===== src/rtl/dct_coef_bank.sv =====
// Flop-based DCT coefficient bank with a write port, a random read port and a wrapping burst-read engine.
// Latency: a random read or the first burst word appears 1 cycle after the request. A burst then streams 1 word per cycle.
// Backpressure: none. Requests in BURST are dropped. Define DCT_COEF_BANK_PARITY_EN to add per-word even parity and par_err.
module dct_coef_bank #(
    parameter int DATA_W = 16,
    parameter int DEPTH  = 23,
    parameter int ADDR_W = 5
) (
    input  logic              clk,
    input  logic              rst_n,
    input  logic              wr_en,
    input  logic [ADDR_W-1:0] wr_addr,
    input  logic [DATA_W-1:0] wr_data,
    input  logic              rd_en,
    input  logic [ADDR_W-1:0] rd_addr,
    input  logic              burst_start,
    input  logic [ADDR_W-1:0] burst_base,
    input  logic [ADDR_W:0]   burst_len,
    output logic [DATA_W-1:0] rd_data,
    output logic              rd_valid,
    output logic              rd_last,
    output logic              burst_busy,
    output logic              burst_done,
`ifdef DCT_COEF_BANK_PARITY_EN
    output logic              par_err,
`endif
    output logic              addr_err
);

    typedef enum logic {
        IDLE,
        BURST
    } state_t;

    localparam logic [ADDR_W:0]   DEPTH_X   = (ADDR_W+1)'(DEPTH);
    localparam logic [ADDR_W-1:0] LAST_ADDR = ADDR_W'(DEPTH - 1);
    localparam logic [ADDR_W:0]   LEN_ONE   = (ADDR_W+1)'(1);
    localparam logic [ADDR_W:0]   LEN_TWO   = (ADDR_W+1)'(2);

    function automatic logic in_range(input logic [ADDR_W-1:0] a);
        return {1'b0, a} < DEPTH_X;
    endfunction

    function automatic logic [ADDR_W-1:0] next_ptr(input logic [ADDR_W-1:0] a);
        return (a == LAST_ADDR) ? '0 : a + 1'b1;
    endfunction

    logic [DATA_W-1:0] mem [DEPTH];

    state_t            state, state_nxt;
    logic [ADDR_W-1:0] ptr, ptr_nxt;
    logic [ADDR_W:0]   cnt, cnt_nxt;
    logic              fetch;
    logic [ADDR_W-1:0] fetch_addr;
    logic [DATA_W-1:0] fetch_data;
    logic              rd_last_nxt;
    logic              burst_done_nxt;
    logic              addr_err_nxt;

    // Storage. Registered reads sample the array before this edge's write lands.
    always_ff @(posedge clk or negedge rst_n) begin
        if (!rst_n) begin
            for (int i = 0; i < DEPTH; i++) begin
                mem[i] <= '0;
            end
        end else if (wr_en && in_range(wr_addr)) begin
            mem[wr_addr] <= wr_data;
        end
    end

    // cnt counts the burst words still owed, including the one on rd_data now.
    always_comb begin
        state_nxt      = state;
        ptr_nxt        = ptr;
        cnt_nxt        = cnt;
        fetch          = 1'b0;
        fetch_addr     = rd_addr;
        rd_last_nxt    = 1'b0;
        burst_done_nxt = 1'b0;
        addr_err_nxt   = wr_en && !in_range(wr_addr);
        unique case (state)
            IDLE: begin
                if (burst_start) begin
                    if (burst_len == '0) begin
                        burst_done_nxt = 1'b1;
                    end else if (!in_range(burst_base)) begin
                        addr_err_nxt = 1'b1;
                    end else begin
                        state_nxt      = BURST;
                        fetch          = 1'b1;
                        fetch_addr     = burst_base;
                        ptr_nxt        = next_ptr(burst_base);
                        cnt_nxt        = burst_len;
                        rd_last_nxt    = (burst_len == LEN_ONE);
                        burst_done_nxt = (burst_len == LEN_ONE);
                    end
                end else if (rd_en) begin
                    fetch      = 1'b1;
                    fetch_addr = rd_addr;
                    if (!in_range(rd_addr)) begin
                        addr_err_nxt = 1'b1;
                    end
                end
            end
            BURST: begin
                if (cnt == LEN_ONE) begin
                    state_nxt = IDLE;
                end else begin
                    fetch          = 1'b1;
                    fetch_addr     = ptr;
                    ptr_nxt        = next_ptr(ptr);
                    cnt_nxt        = cnt - 1'b1;
                    rd_last_nxt    = (cnt == LEN_TWO);
                    burst_done_nxt = (cnt == LEN_TWO);
                end
            end
            default: state_nxt = IDLE;
        endcase
    end

    assign fetch_data = in_range(fetch_addr) ? mem[fetch_addr] : '0;

    always_ff @(posedge clk or negedge rst_n) begin
        if (!rst_n) begin
            state      <= IDLE;
            ptr        <= '0;
            cnt        <= '0;
            rd_data    <= '0;
            rd_valid   <= 1'b0;
            rd_last    <= 1'b0;
            burst_done <= 1'b0;
            addr_err   <= 1'b0;
        end else begin
            state      <= state_nxt;
            ptr        <= ptr_nxt;
            cnt        <= cnt_nxt;
            rd_valid   <= fetch;
            rd_last    <= rd_last_nxt;
            burst_done <= burst_done_nxt;
            addr_err   <= addr_err_nxt;
            if (fetch) begin
                rd_data <= fetch_data;
            end
        end
    end

    assign burst_busy = (state == BURST);

`ifdef DCT_COEF_BANK_PARITY_EN
    logic par_mem [DEPTH];
    logic fetch_par;

    always_ff @(posedge clk or negedge rst_n) begin
        if (!rst_n) begin
            for (int i = 0; i < DEPTH; i++) begin
                par_mem[i] <= 1'b0;
            end
        end else if (wr_en && in_range(wr_addr)) begin
            par_mem[wr_addr] <= ^wr_data;
        end
    end

    // An out-of-range read returns zero data, so it never flags parity.
    assign fetch_par = in_range(fetch_addr) ? ((^fetch_data) ^ par_mem[fetch_addr]) : 1'b0;

    always_ff @(posedge clk or negedge rst_n) begin
        if (!rst_n) begin
            par_err <= 1'b0;
        end else begin
            par_err <= fetch && fetch_par;
        end
    end
`endif

endmodule

===== config.mk =====
export PLATFORM = sky130hd
export DESIGN_NAME = dct_coef_bank
export DESIGN_NICKNAME = d
export VERILOG_FILES = /design/src/rtl/dct_coef_bank.sv
export SDC_FILE = /design/constraint.sdc
export NUM_CORES = 1
export LEC_CHECK = 0
export CORE_MARGIN = 5
export CORE_UTILIZATION = 50
export CTS_BUF_LIST = sky130_fd_sc_hd__clkbuf_4 sky130_fd_sc_hd__clkbuf_8
export DETAILED_ROUTE_END_ITERATION = 7
export DONT_BUFFER_PORTS = 1
export GPL_TIMING_DRIVEN = 0
export PLACE_DENSITY = 0.7
export SLEW_MARGIN = 10
export SYNTH_ARGS = -nofsm -noshare
export SYNTH_HDL_FRONTEND = slang
export SYNTH_SLANG_ARGS = --single-unit

===== constraint.sdc =====
create_clock -name clk -period 4.84 [get_ports clk]
set_input_delay 0.484 -clock clk [delete_from_list [all_inputs] [get_ports clk]]
set_output_delay 0.484 -clock clk [all_outputs]
set_load 0.05 [all_outputs]

[Word level (Yosys, flattened, before mapping)]
Cells that the tools add are included.
Word-level totals
  bits in registers: 400
  input port bits: 42
  word-level logic and storage cells: 105
Operators by class
  $add $sub $neg: 3
  $lt $le $gt $ge: 7
  eq/ne operators: 9
  mux-type cells: 46
  bitwise operators: 3
  reduce and logical (&&, ||, !) cells: 6
Operator list (number)
  $bwmux 368: 1
  $bmux 16 s5: 1
  $demux 16 s5: 1
  $mux 16: 4
  $mux 5: 10
  $mux 6: 4
  $lt 5x5->1 const B: 4
  $pmux 5 s2: 2
  $mux 1: 18
  $eq 6x1->1 const B: 2
  $ge 6x6->1 const B: 2
  $not 5->6: 2
  $pmux 6 s2: 1
  $add 5x1->5 const B: 2
  $eq 5x5->1 const B: 2
  $ne 2x2->1 const B: 4
  $pmux 1 s2: 4
  $eq 6x2->1 const B: 1
  $logic_not 6->1: 1
  $lt 6x1->1 const B: 1
  $sub 6x1->6 const B: 1
  $reduce_and 4->1: 1
  $logic_and 1x1->1: 3
  $logic_not 1->1: 1
  $not 1->1: 1

[Depth between registers and ports, before layout]
  depth in word-level cells: 10
  gate-level depth with buffers: 13

[Worst setup path after synthesis]
Ideal clock, no wire load.
  kind: register to register
  start point: register state, in the netlist burst_busy
  end point: register rd_data[13]
  arrival time: 2.599 ns
  required time: 4.704 ns
  setup slack: 2.105 ns
  cell stages (with the launch flop): 12
  path buffers: 3
  clock period less this slack: 2.735 ns
  cells stage by stage: dfrtp_1 -> clkbuf_1 -> nand2b_1 -> a211oi_1 -> nand2_1 -> nand3_1 -> buf_4 -> buf_2 -> a221oi_1 -> a211oi_1 -> a2111oi_0 -> o211ai_1
Between the ends
  word-level cells in the longest chain between the ends: 7
Ends and longest elaborated chain
  start: declaration: RTL line 50  | state_t state, state_nxt;
  start signal: assignment: RTL line 134  | state <= state_nxt;
  $not 1->1
  $pmux 5 s2: RTL line 81  | unique case (state)
  $not 5->6 (not written as such): RTL line 121  | assign fetch_data = in_range(fetch_addr) ? mem[fetch_addr] : '0;
  $bmux 16 s5: RTL line 121
  $mux 16 (not written as such) (2 in series): RTL line 121
  $mux 16: RTL line 121
  end signal: assignment: RTL line 142  | rd_data <= fetch_data;
  end: declaration: RTL line 19  | output logic [DATA_W-1:0] rd_data,
Parallel ways exist; a longest one is shown, timed or not. The select of a mux whose other input is x is not followed.
A chain may end at the register's enable or synchronous reset.

[Final worst setup path]
  start point: register state, in the netlist burst_busy
  end point: register rd_data[10]
Same word-level chain as after synthesis.

==> key figures <==
Worst setup path
  • Critical-path top delay cell: a21oi_1
  • Cells along the critical path: clkbuf_1, clkbuf_1, a31oi_1, a21oi_1, buf_2, a311oi_1, a22oi_1, o211ai_1, a221o_1
  • Most used cell, CP: clkbuf_1
  • CP endpoint kind: flop
  • CP max FO: 10
  • Largest stage delay on the critical path: 890 ps
  • Critical path data arrival time: 4520 ps
  • WP data required: 5340 ps
  • Worst setup path class: reg2reg
  • CP Launch Type: flop

Power
  • Leakage power: 0.00961 µW
  • Seq pwr share: 37.5%
  • Peak supply drop: 272 µV
  • Total power: 12300 µW
  • Sw Share: 38.5%
  • Switching pwr: 4720 µW
  • Logic pwr share: 36.6%
  • Internal Power: 7530 µW
  • Pwr dens: 564 nW/µm²
  • Clock power share: 25.9%

Timing
  • Max Slew Vio Count: 160
  • Tmin final: 4020 ps
  • Final setup fails: 0
  • Setup Skew: 15.5 ps
  • Worst slew pin tran: 1630 ps
  • Post-route setup slack: 820 ps
  • Final hold slack: -440 ps
  • Slew Limit Headroom: -8.50%
  • Hold Vio Cnt, Final: 400
  • Setup TNS: 0 ps
  • Max Freq: 249 MHz
  • RSZ-0062 raised after global routing: no
  • Tcrit/Tclk final: 83.1%

Floorplan
  • Die height: 207 µm
  • Initial core utilization: 50.4%
  • Core Box Area: 38600 µm²
  • Die Wd: 207 µm
  • Die footprint: 43000 µm²
  • Site Rows: 72
  • IO Pins: 63

Logic synthesis
  • Seq cells post-synth: 400
  • XOR/XNOR share of the synthesized area: 0.225%
  • Syn nets: 1654
  • Post-synth EDFFs: 0
  • FFs w/ async S/R, synth: 100%
  • Fraction of the mapped netlist area in simple logic gates: 7.14%
  • Sequential share of the synthesized area: 51.3%
  • Synthesized cell area: 19500 µm²
  • Yosys cell types: 68
  • Post-Syn Instances: 1605
  • Yosys warning count: 0
  • Top_reg_cell synth: dfrtp_1
  • Post-synthesis mux area share: 23.7%
  • Synth Area in Compound Gates: 13.7%
  • Post-Synth Adder-Cell Area: 0.449%
  • Main combinational cell family by area after synthesis: multiplexers
  • Mean area per synthesized cell: 12.1 µm²

Clock network
  • Reg clk slew, reported paths: 60 ps
  • Post-CTS setup buffer count: 0
  • CTS tree: done
  • CTS Root Cell: clkbuf_8
  • Post-CTS sizing: 0
  • CTS Buffer Depth: 3
  • Hold_buf cts: 16
  • Num CTS Buffers: 68
  • # clock sinks: 400
  • Clk_lat worst skew: 620 ps
  • Htree depth: 3

Status
  • Status: finished with violations
  • Failing checks: hold timing, slew limit

Place
  • Hpwl dp: 40100 µm
  • Port Buffers: 0
  • DP Worst Slack: 901 ps
  • DP Area: 20100 µm²
  • Placer Congestion: 0.933

Routing
  • First-pass iteration count of the detailed router: 6
  • Vias per inst: 6.37
  • Vias after detailed routing: 14.4k
  • Initial detailed-routing violation count: 1507
  • Residual DRC: 0
  • WL/cell: 24.9 µm
  • Final wirelength: 56200 µm
  • Antenna viol nets, final: 0

Layout
  • Nets: 1740
  • Area grow syn2layout: 11.4%
  • Share of layout cells above drive strength 1: 31.2%
  • Final instance area: 21700 µm²

Global routing
  • GRT overflow: 0
  • Antenna violations before repair: 0
  • Pin count of the biggest net entering global routing: 401
  • Total track usage: 25.8%
  • First-pass GRT wire length: 88100 µm
  • Vias in the first global route: 14.5k

Worst hold path
  • Class of the worst hold path: in2async

Run
  • Max_cap viols: 0
==> registers in the layout, indices dropped and copies added, names as in the netlist <==
signal,flops
rd_last,1
addr_err,1
ptr,5
mem,368
rd_valid,1
burst_done,1
burst_busy,1
cnt,6
rd_data,16
==> metrics by stage <==
step	instances	util [%]
2_1_floorplan	1605	-
3_3_place_gp	2123	52.1
3_5_place_dp	2123	52.1
4_1_cts	2254	56.2
5_1_grt	2254	56.2
6_report	2255	56.2
==> layout make-up <==
type	instances	area, µm²
Buffer	149	642
Timing Repair Buffer	16	160
Tap cell	518	648
Multi-Input combinational cell	1044	8800
Inverter	12	45.0
Fill cell	3155	16900
Antenna cell	1	2.50
Clock buffer	108	1340
Sequential cell	400	10000
Clock inverter	7	72.6
==> power by group through the flow <==
| stage | Clock [µW] | Combinational [µW] | Sequential [µW] |
|---|---|---|---|
| after global routing | 3370 | 4800 | 4660 |
| after detailed placement | 0 | 4360 | 4640 |
| after global placement | 0 | 4270 | 4610 |
| final | 3180 | 4480 | 4600 |
| after CTS | 3220 | 4390 | 4590 |
| after floorplan | 0 | 3050 | 4500 |
==> cell families (layout without fill, tap and decap cells) <==
logic type | after synthesis | after routing
other cells | 0 | 1
flops | 400 | 400
simple gates | 280 | 280
mux | 411 | 411
fa+ha+maj | 7 | 7
compound gates | 341 | 341
xor+xnor | 5 | 5
buf+inv | 161 | 292
==> final timing paths <==
path	from	cells past startpoint	end	slack, ps
max in group asynchronous	rst_n	0	mem[0]	3970
min in group clk	wr_data[4]	1	mem[244]	30
setup reg to reg	burst_busy	9	rd_data[10]	820
hold reg to reg	mem[118]	1	mem[118]	500
setup / recovery	burst_busy	9	rd_data[10]	820
hold / removal	rst_n	0	rd_last	-440
==> cell usage after synthesis (all sizes together) (4+ instances only) <==
cell	n	area [µm²]
dfrtp	400	10000
mux2	384	4330
nand2	128	488
clkbuf	89	334
a21oi	62	310
buf	60	308
a221o	41	410
nand4	36	225
a211oi	32	240
and2	31	194
nor2	30	115
o31ai	29	236
mux2i	27	283
a311oi	26	228
nand3	21	110
a22oi	20	150
a221oi	17	166
o211ai	16	120
o21ai	15	78.8
a211o	14	123
a22o	14	123
a32o	13	130
o31a	13	114
inv	12	45.0
nor3	11	82.6
a31oi	7	43.8
ha	7	87.6
nand2b	7	43.8
and3	6	37.5
nor2b	5	31.3
o22ai	4	25.0
xnor2	4	35.0
==> placed cells by master, fill, tap and decap left out, types with 12 or more instances in the layout <==
| cell | instances |
|---|---|
| dfrtp_1 | 400 |
| mux2_2 | 370 |
| nand2_1 | 127 |
| clkbuf_1 | 89 |
| clkbuf_8 | 85 |
| a21oi_1 | 62 |
| a221o_1 | 41 |
| nand4_1 | 36 |
| a211oi_1 | 32 |
| and2_1 | 30 |
| buf_2 | 30 |
| nor2_1 | 29 |
| o31ai_1 | 27 |
| mux2i_1 | 26 |
| a311oi_1 | 26 |
| clkbuf_4 | 23 |
| buf_1 | 21 |
| nand3_1 | 20 |
| a22oi_1 | 20 |
| o211ai_1 | 16 |
| a221oi_1 | 16 |
| dlygate4sd3_1 | 16 |
| a22o_1 | 14 |
| a211o_1 | 14 |
| a32o_1 | 13 |
| o31a_1 | 13 |
| mux2_1 | 13 |
| inv_1 | 12 |
| o21ai_0 | 12 |
==> routing by layer <==
metal  vias to the layer above  routed length, µm  global-route usage (%)
met1                      7470              24100                    35.8
met3                       127               4060                    5.43
met2                       578              26100                    40.4
met4                         0               1880                    9.64
li1                       6194                  -                       -
met5                         -                  0                       0
==> critical path, delay by kind of cell, from the launching register on <==
kind,cells,cell delay [ps]
AOI/OAI and AO/OA,6,1990
DFF,1,640
buffers and inverters,3,1280
Note: power is estimated with default switching activity, not from simulation.
